### config.mk
export PLATFORM = sky130hd
export DESIGN_NAME = div_sequencer_flat
export DESIGN_NICKNAME = d
export VERILOG_FILES = /design/src/rtl/div_sequencer_if.sv /design/src/rtl/div_sequencer.sv /design/src/flat_wrapper.sv
export SDC_FILE = /design/constraint.sdc
export NUM_CORES = 1
export LEC_CHECK = 0
export BUFFER_PORTS_ARGS = -buffer_cell sky130_fd_sc_hd__buf_2
export CELL_PAD_IN_SITES_DETAIL_PLACEMENT = 1
export CELL_PAD_IN_SITES_GLOBAL_PLACEMENT = 1
export CORE_UTILIZATION = 46
export CTS_CLUSTER_SIZE = 16
export DETAILED_ROUTE_END_ITERATION = 8
export GPL_ROUTABILITY_DRIVEN = 0
export PLACE_DENSITY = 0.83
export SYNTH_ARGS = -nofsm -noshare
export SYNTH_HDL_FRONTEND = slang
export SYNTH_SLANG_ARGS = --single-unit
### constraint.sdc
create_clock -name clk -period 6.7 [get_ports clk]
set_clock_uncertainty 0.2 [all_clocks]
set_input_delay 1.34 -clock clk [delete_from_list [all_inputs] [get_ports clk]]
set_output_delay 1.34 -clock clk [all_outputs]
set_load 0.02 [all_outputs]
### src/rtl/div_sequencer_if.sv
// div_sequencer_if: request/response handshake bundle between EXE and the divide unit
interface div_sequencer_if;
  logic        req_valid;
  logic        req_ready;
  logic [1:0]  req_op;
  logic [31:0] req_src1;
  logic [31:0] req_src2;
  logic        flush;
  logic        resp_valid;
  logic        resp_ready;
  logic [31:0] resp_result;
  logic        busy;
  modport slave (
    input  req_valid, req_op, req_src1, req_src2, flush, resp_ready,
    output req_ready, resp_valid, resp_result, busy
  );
  modport master (
    output req_valid, req_op, req_src1, req_src2, flush, resp_ready,
    input  req_ready, resp_valid, resp_result, busy
  );
endinterface

### src/rtl/div_sequencer.sv
// div_sequencer: iterative 32-bit restoring divider with its own IDLE/BUSY/DONE sequencer
module div_sequencer #(
  parameter bit EARLY_ZERO = 1'b1
) (
  input logic             clk,
  input logic             resetn,
  div_sequencer_if.slave  bus
);
  typedef enum logic [1:0] {IDLE, BUSY, DONE} state_t;
  state_t      r_state;
  logic [4:0]  r_cnt;
  logic [32:0] r_rem;
  logic [31:0] r_quo;
  logic [31:0] r_div;
  logic [31:0] r_src1;
  logic [31:0] r_result;
  logic [1:0]  r_op;
  logic        r_neg_q;
  logic        r_neg_r;
  logic        r_zero;
  logic        r_resp_valid;
  logic        w_sgn1;
  logic        w_sgn2;
  logic        w_zero;
  logic [31:0] w_abs1;
  logic [31:0] w_abs2;
  logic [32:0] w_shift;
  logic [33:0] w_diff;
  logic        w_borrow;
  logic [32:0] w_rem_nxt;
  logic [31:0] w_q_fin;
  logic [31:0] w_r_fin;
  logic [31:0] w_fin;
  assign w_sgn1    = ~bus.req_op[1] & bus.req_src1[31];
  assign w_sgn2    = ~bus.req_op[1] & bus.req_src2[31];
  assign w_abs1    = w_sgn1 ? -bus.req_src1 : bus.req_src1;
  assign w_abs2    = w_sgn2 ? -bus.req_src2 : bus.req_src2;
  assign w_zero    = bus.req_src2 == 32'd0;
  // r_quo doubles as the dividend shift register: its MSB feeds the remainder, quotient bits enter at the LSB
  assign w_shift   = {r_rem[31:0], r_quo[31]};
  assign w_diff    = {1'b0, w_shift} - {2'b00, r_div};
  assign w_borrow  = w_diff[33];
  assign w_rem_nxt = w_borrow ? w_shift : w_diff[32:0];
  assign w_q_fin   = {r_quo[30:0], ~w_borrow};
  assign w_r_fin   = w_rem_nxt[31:0];
  assign w_fin     = r_zero ? (r_op[0] ? r_src1 : 32'hFFFF_FFFF)
                   : r_op[0] ? (r_neg_r ? -w_r_fin : w_r_fin)
                   : (r_neg_q ? -w_q_fin : w_q_fin);
  assign bus.req_ready   = (r_state == IDLE) & ~bus.flush;
  assign bus.busy        = r_state != IDLE;
  assign bus.resp_valid  = r_resp_valid;
  assign bus.resp_result = r_result;
  // Sequencer: accept, iterate one restoring step per cycle, hold result until consumed
  always_ff @(posedge clk or negedge resetn) begin
    if (!resetn) begin
      r_state      <= IDLE;
      r_cnt        <= 5'd0;
      r_rem        <= 33'd0;
      r_quo        <= 32'd0;
      r_div        <= 32'd0;
      r_src1       <= 32'd0;
      r_result     <= 32'd0;
      r_op         <= 2'd0;
      r_neg_q      <= 1'b0;
      r_neg_r      <= 1'b0;
      r_zero       <= 1'b0;
      r_resp_valid <= 1'b0;
    end else if (bus.flush) begin
      r_state      <= IDLE;
      r_resp_valid <= 1'b0;
    end else begin
      case (r_state)
        IDLE: if (bus.req_valid) begin
          r_op    <= bus.req_op;
          r_src1  <= bus.req_src1;
          r_quo   <= w_abs1;
          r_div   <= w_abs2;
          r_rem   <= 33'd0;
          r_cnt   <= 5'd31;
          r_neg_q <= w_sgn1 ^ w_sgn2;
          r_neg_r <= w_sgn1;
          r_zero  <= w_zero;
          if (EARLY_ZERO && w_zero) begin
            r_state      <= DONE;
            r_resp_valid <= 1'b1;
            r_result     <= bus.req_op[0] ? bus.req_src1 : 32'hFFFF_FFFF;
          end else begin
            r_state <= BUSY;
          end
        end
        BUSY: begin
          r_rem <= w_rem_nxt;
          r_quo <= w_q_fin;
          r_cnt <= r_cnt - 5'd1;
          if (r_cnt == 5'd0) begin
            r_state      <= DONE;
            r_resp_valid <= 1'b1;
            r_result     <= w_fin;
          end
        end
        DONE: if (bus.resp_ready) begin
          r_state      <= IDLE;
          r_resp_valid <= 1'b0;
        end
        default: r_state <= IDLE;
      endcase
    end
  end
endmodule

### src/flat_wrapper.sv
// flat-port wrapper written by rule: the top's interface ports become plain ports
module div_sequencer_flat 
#(
  parameter bit EARLY_ZERO = 1'b1
)
  (clk, resetn, bus_req_valid, bus_req_op, bus_req_src1, bus_req_src2, bus_flush, bus_resp_ready, bus_req_ready, bus_resp_valid, bus_resp_result, bus_busy);
  div_sequencer_if bus_i ();
  input logic clk;
  input logic resetn;
  input wire logic [$bits(bus_i.req_valid)-1:0] bus_req_valid;
  input wire logic [$bits(bus_i.req_op)-1:0] bus_req_op;
  input wire logic [$bits(bus_i.req_src1)-1:0] bus_req_src1;
  input wire logic [$bits(bus_i.req_src2)-1:0] bus_req_src2;
  input wire logic [$bits(bus_i.flush)-1:0] bus_flush;
  input wire logic [$bits(bus_i.resp_ready)-1:0] bus_resp_ready;
  output wire logic [$bits(bus_i.req_ready)-1:0] bus_req_ready;
  output wire logic [$bits(bus_i.resp_valid)-1:0] bus_resp_valid;
  output wire logic [$bits(bus_i.resp_result)-1:0] bus_resp_result;
  output wire logic [$bits(bus_i.busy)-1:0] bus_busy;
  assign bus_i.req_valid = bus_req_valid;
  assign bus_i.req_op = bus_req_op;
  assign bus_i.req_src1 = bus_req_src1;
  assign bus_i.req_src2 = bus_req_src2;
  assign bus_i.flush = bus_flush;
  assign bus_i.resp_ready = bus_resp_ready;
  assign bus_req_ready = bus_i.req_ready;
  assign bus_resp_valid = bus_i.resp_valid;
  assign bus_resp_result = bus_i.resp_result;
  assign bus_busy = bus_i.busy;
  div_sequencer #(.EARLY_ZERO(EARLY_ZERO)) u_core (.clk(clk), .resetn(resetn), .bus(bus_i));
endmodule
Word level (Yosys, flattened, before mapping) --
Cells that the tools add are included.
Word-level totals: logic and storage cells 76, output and inout bits 35, register bits 172, bits of input ports 71
Operators by class: muxes and demuxes 31, equality and inequality tests 9, $add $sub $neg 6, bitwise operators 7, reduce and logical (&&, ||, !) cells 11
Operators with widths (number):
- 32-bit two-way mux | 14
- 32-bit case mux with 2 select lines | 3
- 32-bit negator | 4
- 33-bit by 32-bit subtractor with 34-bit output | 1
- 32-bit zero test | 1
- 2-bit two-way mux | 5
- 5-bit case mux with 2 select lines | 1
- 5-bit AND reduction | 2
- 3-bit AND reduction | 3
- 3-bit by 2-bit != test with 1-bit output, second input constant | 2
- 3-bit != test, second input constant | 2
- 2-bit case mux with 3 select lines | 1
- 5-bit zero test | 1
- 1-bit two-way mux | 5
- 5-bit two-way mux | 1
- 5-bit by 1-bit subtractor with 5-bit output, second input constant | 1
- 2-bit by 1-bit != test with 1-bit output, second input constant | 2
- 2-bit nonzero test | 2
- 4-bit nonzero test | 1
- 1-bit bitwise AND | 3
- 1-bit NOT | 3
- 1-bit case mux with 3 select lines | 1
- 2-bit by 1-bit equality test with 1-bit output, second input constant | 1
- 2-bit equality test, second input constant | 1
- other kinds (3) | 3

Longest topological paths before layout --
word-level depth 8, mapped depth 25, mapped depth without buffers 21

Worst setup path before layout --
No wires, ideal clock.
kind register to register, start reg u_core.r_rem[25], end reg u_core.r_result[30], in the netlist u_core.bus.resp_result[30], buffers on the path 4, clock period less this slack 5.358 ns, required time 6.376 ns, arrival 5.034 ns, library setup time 0.124 ns, stages on the path, launching flop included 23, setup slack 1.342 ns, cells stage by stage dfrtp_1 -> ha_1 -> a21o_1 -> a21o_1 -> a2111oi_4 -> o22ai_2 -> or2_1 -> buf_6 -> inv_2 -> buf_4 -> buf_4 -> mux2i_1 -> ha_1 -> nand3b_1 -> or3_1 -> or3_1 -> nor4_1 -> o21ai_2 -> or2_1 -> buf_2 -> o31ai_1 -> a31oi_1 -> a211o_1
Between the ends: word-level cells in the longest chain between the ends 8, elaborated cells on any way between the ends 11, classes of those cells 3 x add/sub; 7 x mux; 1 x bitwise
RTL lines:
- start: declaration | RTL line div_sequencer.sv:12 | logic [32:0] r_rem;
- start signal: assignment | RTL line div_sequencer.sv:92 | r_rem <= w_rem_nxt;
- 33-bit by 32-bit subtractor with 34-bit output | RTL line div_sequencer.sv:41 | assign w_diff = {1'b0, w_shift} - {2'b00, r_div};
- 32-bit two-way mux or 1-bit NOT (tied branches) | RTL line div_sequencer.sv:43, div_sequencer.sv:44
- 32-bit negator (on tied branches) | RTL line div_sequencer.sv:47, div_sequencer.sv:48
- 32-bit two-way mux (on tied branches) | RTL line div_sequencer.sv:47, div_sequencer.sv:48
- 32-bit two-way mux (*) | RTL line div_sequencer.sv:47 | : r_op[0] ? (r_neg_r ? -w_r_fin : w_r_fin)
- 32-bit two-way mux (*) | RTL line div_sequencer.sv:46 | assign w_fin = r_zero ? (r_op[0] ? r_src1 : 32'hFFFF_FFFF)
- 32-bit two-way mux (*) | RTL line div_sequencer.sv:95 | if (r_cnt == 5'd0) begin
- 32-bit case mux with 2 select lines (*) | RTL line div_sequencer.sv:72 | case (r_state)
- end signal: assignment | RTL line div_sequencer.sv:86 | r_result <= bus.req_op[0] ? bus.req_src1 : 32'hFFFF_FFFF;
- end signal: assignment | RTL line div_sequencer.sv:98 | r_result <= w_fin;
- end: declaration | RTL line div_sequencer.sv:16 | logic [31:0] r_result;
Mark *: on every way between the ends. The rest lies on a longest branch, timed or not. The select of a mux whose other input is x is not followed. A chain may end at the register's enable or synchronous reset.

Final worst setup path --
start reg u_core.r_rem[9], end reg u_core.r_result[26], in the netlist u_core.bus.resp_result[26]
The elaborated chain is that of the path after synthesis.

==> results.yml <==
floorplan:
  core_um2: 28200
  ioPinCount: 106
  die_w_um: 172
  dieHeight_um: 172
  start_util_pct: 47.3
  die_area_um2: 29600
  row_count: 61
clock_tree:
  root_buffer: "clkbuf_16"
  post-cts-setup-buffer-count: 0
  cts_max_path_buffers: 2
  cts_tree: "yes"
  cts_max_level: 4
  path_clk_slew_ns: 0.07
  cts_buffers: 17
  clkLatencyLatePin_ns: 0.45
  hold_buffers: 0
  cts.sinks: 172
  cts_resized: 0
synth:
  yosys_warnings: 0
  netlist_area_um2: 13300
  synth_ff_type: "dfrtp_1"
  yosysUniqueCellTypes: 89
  synth-edff-count: 0
  synth_cells: 1714
  ys_seq_elements: 172
  async_flop_share_pct: 100
  synthesis.nets: 1824
  syn_avg_cell_area_um2: 7.77
  yosysSeqAreaShare_pct: 32.3
grt:
  grt.total_usage_pct: 30.8
  grt.met2_usage_pct: 52.2
  grt_max_degree: 118
  grt_pass1_vias: 13292
  overflow: 0
  use_met1_pct: 39.6
  grt_pass1_wl_um: 71300
  grt_busiest_layer: "met2"
  antenna_found_initial: 0
  met3_usage_pct: 4.30
detailed_routing:
  wire_per_inst_um: 20.7
  vias_per_cell: 6.15
  drt-total-wl_um: 44300
  drt_pass1_iterations: 5
  antenna_left: 0
  drc: 0
  vias: 13153
  dr.first_iter.drc_count: 946
critical_path:
  worstPathMaxFanout: 11
  crit_start: "u_core.r_rem[9]"
  crit_arrival_ns: 6.07
  setup.worst_path.start_class: "flip-flop"
  cp-end-kind: "flip-flop"
  worstSetupPathType: "flip-flop to flip-flop"
  worstPathRequired_ns: 6.81
  reg2reg_depth: 18
  r2r_start: "u_core.r_rem[9]"
timing:
  finalCritPeriodShare_pct: 89.0
  worst_hold_slack_ns: 0.283
  report.final.slew_viol_count: 0
  final.min_clock_period_ns: 5.96
  setup_tns_ns: 0
  rsz0062_at_grt: "false"
  worst_pin_slew_ns: 1.14
  relSlewSlack_pct: 23.9
  hold_viol_final: 0
  max_freq_ghz: 0.168
  setup_viol: 0
hold_path:
  holdCritStartpoint: "u_core.r_src1[25]"
  holdPathStages: 2
  min_path_type: "flip-flop to flip-flop"
power_and_ir_drop:
  total_power_mw: 4.32
  leakagePower_nw: 6.35
  ir_worst_vdd_mv: 0.188
  cellPowerDensity_nw_per_um2: 296
finish:
  synthToLayoutAreaGrowth_pct: 9.69
  drive_gt1_share_pct: 11.1
  regArea_um2: 4300
  instances_no_fill: 2137
  nets: 1856
  multiInputGateArea_um2: 8340
  final_util_pct: 51.9
  n_antenna_cell: 0
  num-fill-cells: 3534
run_status:
  status: "finished clean"
job:
  maxCapViolations: 0
place:
  place_inst: 2105
  hpwl_um: 32600
  port_buffers: 105
## worst paths after layout
path,to,slack [ns]
max in group asynchronous,u_core.bus.resp_result[28],4.56
min in group asynchronous,u_core.r_div[28],0.65
hold / removal,u_core.r_src1[25],0.28
setup reg to reg,u_core.bus.resp_result[26],0.74
hold reg to reg,u_core.r_src1[25],0.28
setup / recovery,u_core.bus.resp_result[26],0.74
## sequential cells by signal, indices dropped and copies added, names as in the netlist
signal	cells
u_core.bus.resp_result	32
u_core.bus.resp_valid	1
u_core.r_cnt	5
u_core.r_div	32
u_core.r_neg_q	1
u_core.r_neg_r	1
u_core.r_op	1
u_core.r_quo	32
u_core.r_rem	32
u_core.r_src1	32
u_core.r_state	2
u_core.r_zero	1
## area by class of cell
type,instances,area share [%]
clock buffer,18,3.01
clock inverter,14,0.899
inverter,69,1.77
multi-input combinational,1365,57.1
sequential,172,29.5
tap,378,3.24
timing repair buffer,121,4.55
## metal layers
metal	up-vias	routed length (um)
met3	87	1850
met1	6599	19300
met2	312	21700
met4	0	1440
li1	6155	-
met5	-	0
## cell families (layout without fill, tap and decap cells)
logic type               after synthesis  in the layout  synth area share, %
multiplexers                          35             35                 2.67
AO/OA/AOI/OAI                        544            544                 26.1
AND/OR/NAND/NOR                      614            614                 21.1
buffers and inverters                177            222                 5.31
XOR/XNOR                             133            133                 8.74
adder cells (fa/ha/maj)               39             39                 3.72
flip-flops                           172            172                 32.3
## where the power goes
part | switching (mW) | internal (mW)
clock | 0.476 | 0.530
combinational | 1.13 | 0.637
sequential | 0.251 | 1.30
total | 1.86 | 2.47
## synthesized netlist by cell type (20+ instances only)
master / number / area [um^2]
o31ai_1: 42 / 315
dfrtp_1: 172 / 4300
nand2_1: 293 / 1100
clkbuf_1: 84 / 315
o21ai_0: 188 / 941
nor3_1: 35 / 175
inv_1: 68 / 255
nand2b_1: 20 / 125
or3_1: 22 / 138
mux2i_1: 31 / 310
a21oi_1: 118 / 591
ha_1: 38 / 475
xnor2_1: 73 / 639
xor2_1: 60 / 526
nor2_1: 129 / 484
## metrics by stage
stage	worst slack (ns)	area, um^2
2_1_floorplan	1.34	13300
3_3_place_gp	1.11	14000
3_5_place_dp	0.818	14000
4_1_cts	0.795	14600
5_1_grt	0.361	14600
6_report	0.735	14600
## layout by cell type, fill, tap and decap left out, types with 6 or more instances in the layout
cell type,count
o21ai_1,10
xor2_1,60
nand2_1,292
nand4_1,11
nor3_1,35
a22oi_1,16
nor2b_1,12
a22o_1,9
xnor2_1,73
and2_1,7
buf_2,104
or4_1,11
or2_2,6
a211oi_1,15
a21oi_1,118
dfrtp_1,172
nand2b_1,20
ha_1,38
o221ai_1,9
a221oi_1,6
inv_6,6
o31ai_1,42
mux2i_1,31
nor2_1,128
a21o_1,9
clkbuf_16,17
o211ai_1,16
o21ai_0,188
nand3_1,19
inv_1,68
nor4_1,14
buf_4,15
o41ai_1,11
a31oi_1,12
or3_1,22
and3_1,7
o21a_1,11
## critical path: stages (launching register included)
cell      delay [ns]
dfrtp_1         0.43
ha_1            0.44
a21oi_1         0.26
o21ai_0         0.17
a221oi_2        0.45
o221ai_2        0.21
or2_2           0.45
inv_2           0.10
mux2i_1         0.33
ha_1            0.27
nand3b_1        0.11
or3_1           0.37
or3_1           0.39
nor4_1          0.45
o21ai_2         0.18
or2_1           0.36
o31ai_1         0.33
mux2i_1         0.25
a21oi_1         0.06
(Power assumes the default switching activity.)
